## src/rtl/crc_bit_counter.sv

```systemverilog
// rtl/crc_bit_counter.sv - saturating up-counter with enable, synchronous clear and terminal-count stop
module crc_bit_counter #(
    parameter int MAX = 8,
    parameter int W   = $clog2(MAX + 1)
) (
    input  logic         clk,
    input  logic         rst,
    input  logic         clr,
    input  logic         en,
    output logic [W-1:0] cnt,
    output logic         stop
);

    logic [W-1:0] cnt_q, cnt_d;

    assign stop = (cnt_q == W'(MAX));
    assign cnt  = cnt_q;

    always_comb begin
        cnt_d = cnt_q;
        if (clr) begin
            cnt_d = '0;
        end else if (en && !stop) begin
            cnt_d = cnt_q + W'(1);
        end
    end

    always_ff @(posedge clk or negedge rst) begin
        if (!rst) begin
            cnt_q <= '0;
        end else begin
            cnt_q <= cnt_d;
        end
    end

endmodule

```

## config.mk

```make
export PLATFORM = sky130hd
export DESIGN_NAME = crc_bit_counter
export DESIGN_NICKNAME = d
export VERILOG_FILES = /design/src/rtl/crc_bit_counter.sv
export SDC_FILE = /design/constraint.sdc
export NUM_CORES = 1
export LEC_CHECK = 0
export BUFFER_PORTS_ARGS = -buffer_cell sky130_fd_sc_hd__buf_2
export CAP_MARGIN = 30
export CELL_PAD_IN_SITES_DETAIL_PLACEMENT = 1
export CELL_PAD_IN_SITES_GLOBAL_PLACEMENT = 1
export CORE_AREA = 10 10 47 49
export DETAILED_ROUTE_END_ITERATION = 16
export DIE_AREA = 0 0 57 59
export PLACE_DENSITY_LB_ADDON = 0.12
export SLEW_MARGIN = 15
export SYNTH_ARGS = -nofsm -noshare
export SYNTH_HDL_FRONTEND = slang
export SYNTH_SLANG_ARGS = --single-unit
```

## constraint.sdc

```tcl
create_clock -name clk -period 3.6 [get_ports clk]
set_input_delay 0.9 -clock clk [delete_from_list [all_inputs] [get_ports clk]]
set_output_delay 0.9 -clock clk [all_outputs]
set_load 0.005 [all_outputs]
```

==> reports/results.ini <==
[outcome]
status=finished clean

[setup_path]
reg2reg_setup_slack_ns=2.21
endpoint_kind=output port
reg2reg_depth=5
arrival_ns=1.19
critical-path-max-stage-delay_ns=0.41
start_kind=register
r2r_start=cnt[0]$_DFFE_PN0P_
crit_chain=inv_1 > ha_1 > nand2_1 > nor2_1 > buf_2
crit_buf_inv=2
required_ns=2.70
critPathLaunch=cnt[0]$_DFFE_PN0P_
crit_end=stop
cp.depth=5
crit_type=register to output port
cpLargestDelayFamily=flip-flops
reg2reg_to=cnt[0]$_DFFE_PN0P_
cp_max_fo=5
slowest_stage=dfrtp_1

[clock_tree]
clockBufferDepth=2
cts-root-buf=clkbuf_4
cts.repair.resized=0
holdBufCountCts=0
path_clk_slew_ns=0.04
cts_tree=yes
cts_htree_levels=1
cts_made_buffers=3
cts_sinks=4
insertion_delay_ns=0.23
post-cts-setup-buffer-count=0

[yosys]
synth_xor_area_frac=0.0376
synthSimpleGateAreaFrac=0.231
ys_ff_latch=4
synth_top_family_by_area=simple AND/OR/NAND/NOR gates
ys_types=13
syn_nets=30
synth_compound_area_frac=0.0538
synth_area_leaders=dfrtp_1 43%, ha_1 11%, mux2_4 6.5%
muxShareOfSynthArea=0.108
synth_adder_area_share=0.108
synth_top_area_cell=dfrtp_1
syn_area_um2=233
yosys_warnings=0
synth_top_cell_area_share=0.430
synthCells=24
ys_seq_area_frac=0.430
synth.avg_cell_area_um2=9.70

[pwr]
p_per_area_nw_per_um2=381
swShare=0.232
seq_power_share=0.422
pwr-share-comb=0.122
power.switching_w=0.0000278
leakage_nw=0.166
p_int_w=0.0000922
ir_drop_mv=0.127
clkPwrFrac=0.456

[grt]
first_global_vias=250
grtUsageTotal=0.0436
grt-ovfl-total=0
antenna_found_initial=0
grt_pass1_wl_um=1100
grt_max_degree=7

[route]
wl_per_cell_um=12.0
viasPerCell=4.08
ant_nets=0
num_vias=208
firstDrtPassIters=2
drt_iter0_drc=3
drt-total-wl_um=614
drc=0

[final_layout]
final_cells=51
diodes=0
fillCellCount=179
layout.nets=43
synthToLayoutAreaGrowth_pct=35.5
largest_reg_flops=4
drive_gt1_frac=0.343

[sta]
min_period_ns=2.09
fmax_mhz=479
finalHoldViolCount=0
rsz0062_at_grt=false
worst_slew_pin_slew_ns=0.184
whs_ns=0.463
drv_slew=0
tns_ns=0
fin_skew_ns=0.00308
relSlewSlack=0.877
finalSetupViolCount=0
period_share=0.580

[flow_run]
max-cap-violations=0

[placement]
gp_congestion=0.709
dp.final_hpwl_um=529
port_buffers=8
dp_cells=48

[hold_path]
hold_path.class=input pin to async pin

[floorplan]
dieWidth_um=57
pin_count=9
std_cell_rows=14
start_util=0.166
dieArea_um2=3360
fp.dieH_um=59
coreArea_um2=1400

-- cell usage after synthesis --
library cell and n:
dfrtp_1 4, nor2_1 4, nand2_1 3, ha_1 2
inv_1 2, nand2b_1 2, a21oi_1 1, mux2_4 1
mux2i_1 1, nand4_1 1, o21a_1 1, or3b_1 1
xor2_1 1
-- cells by family (layout without fill, tap and decap cells) --
group                      after synthesis  in the layout
AOI/OAI and AO/OA                        2              2
xor gates and xnor gates                 1              1
adders and majority gates                2              2
buffers and inverters                    2             13
DFF                                      4              4
muxes                                    2              2
and+or+nand+nor                         11             11
-- routing by layer --
metal / up-vias / part of all wire / global-route usage
li1: 100 / - / -
met3: 0 / 0.068 / 0.0322
met5: - / 0 / 0
met1: 98 / 0.44 / 0.0404
met2: 10 / 0.49 / 0.0713
met4: 0 / 0 / 0.0201
-- worst register-to-register path: cells and delay by family, from the launching register on --
kind                     cells  cell delay [ns]
flip-flops                   1             0.41
AO/OA/AOI/OAI                1             0.18
AND/OR/NAND/NOR              1             0.09
multiplexers                 1             0.31
adder cells (fa/ha/maj)      1             0.20
buffers and inverters        1             0.08
-- worst min-delay path by stage --
stage | to | from | cells after the start | slack (ns)
after floorplan | cnt[3]$_DFFE_PN0P_ | cnt[3]$_DFFE_PN0P_ | 2 | 0.55
after global placement | cnt[3]$_DFFE_PN0P_ | cnt[3]$_DFFE_PN0P_ | 2 | 0.58
after global routing | cnt[1]$_DFFE_PN0P_ | rst | 1 | 0.46
after detailed placement | cnt[3]$_DFFE_PN0P_ | cnt[3]$_DFFE_PN0P_ | 2 | 0.58
final | cnt[3]$_DFFE_PN0P_ | rst | 1 | 0.46
after CTS | cnt[3]$_DFFE_PN0P_ | rst | 1 | 0.45
-- placed cells by master (no fill, tap or decap) --
cell      n
a21oi_1   1
buf_2     8
clkbuf_4  3
dfrtp_1   4
ha_1      2
inv_1     2
mux2_4    1
mux2i_1   1
nand2_1   3
nand2b_1  2
nand4_1   1
nor2_1    4
o21a_1    1
or3b_1    1
xor2_1    1
-- area by class of cell --
type / instances / area (um2) / share of cell area
flip-flops and latches: 4 / 100 / 0.317
multi-input cells: 18 / 125 / 0.397
clock buffers: 3 / 22.5 / 0.0714
well taps: 16 / 20.0 / 0.0635
inverters: 2 / 7.51 / 0.0238
repair buffers: 8 / 40.0 / 0.127
-- stage by stage --
| stage | setup WS [ns] | instance area (um2) | total power (W) | util |
|---|---|---|---|---|
| floorplan | 1.91 | 233 | 0.0000585 | - |
| global placement | 1.75 | 293 | 0.0000667 | 0.209 |
| detailed placement | 1.73 | 293 | 0.0000668 | 0.209 |
| CTS | 1.47 | 315 | 0.000125 | 0.225 |
| global route | 1.41 | 315 | 0.000131 | 0.225 |
| finish | 1.51 | 315 | 0.000120 | 0.225 |
-- power groups by stage --
stage	sequential [W]	clock (W)	combinational, W
floorplan	0.0000506	0	0.00000785
global placement	0.0000514	0	0.0000153
detailed placement	0.0000513	0	0.0000155
CTS	0.0000508	0.0000586	0.0000155
global route	0.0000513	0.0000621	0.0000177
finish	0.0000507	0.0000547	0.0000147
Note: power is estimated with default switching activity, not from simulation.
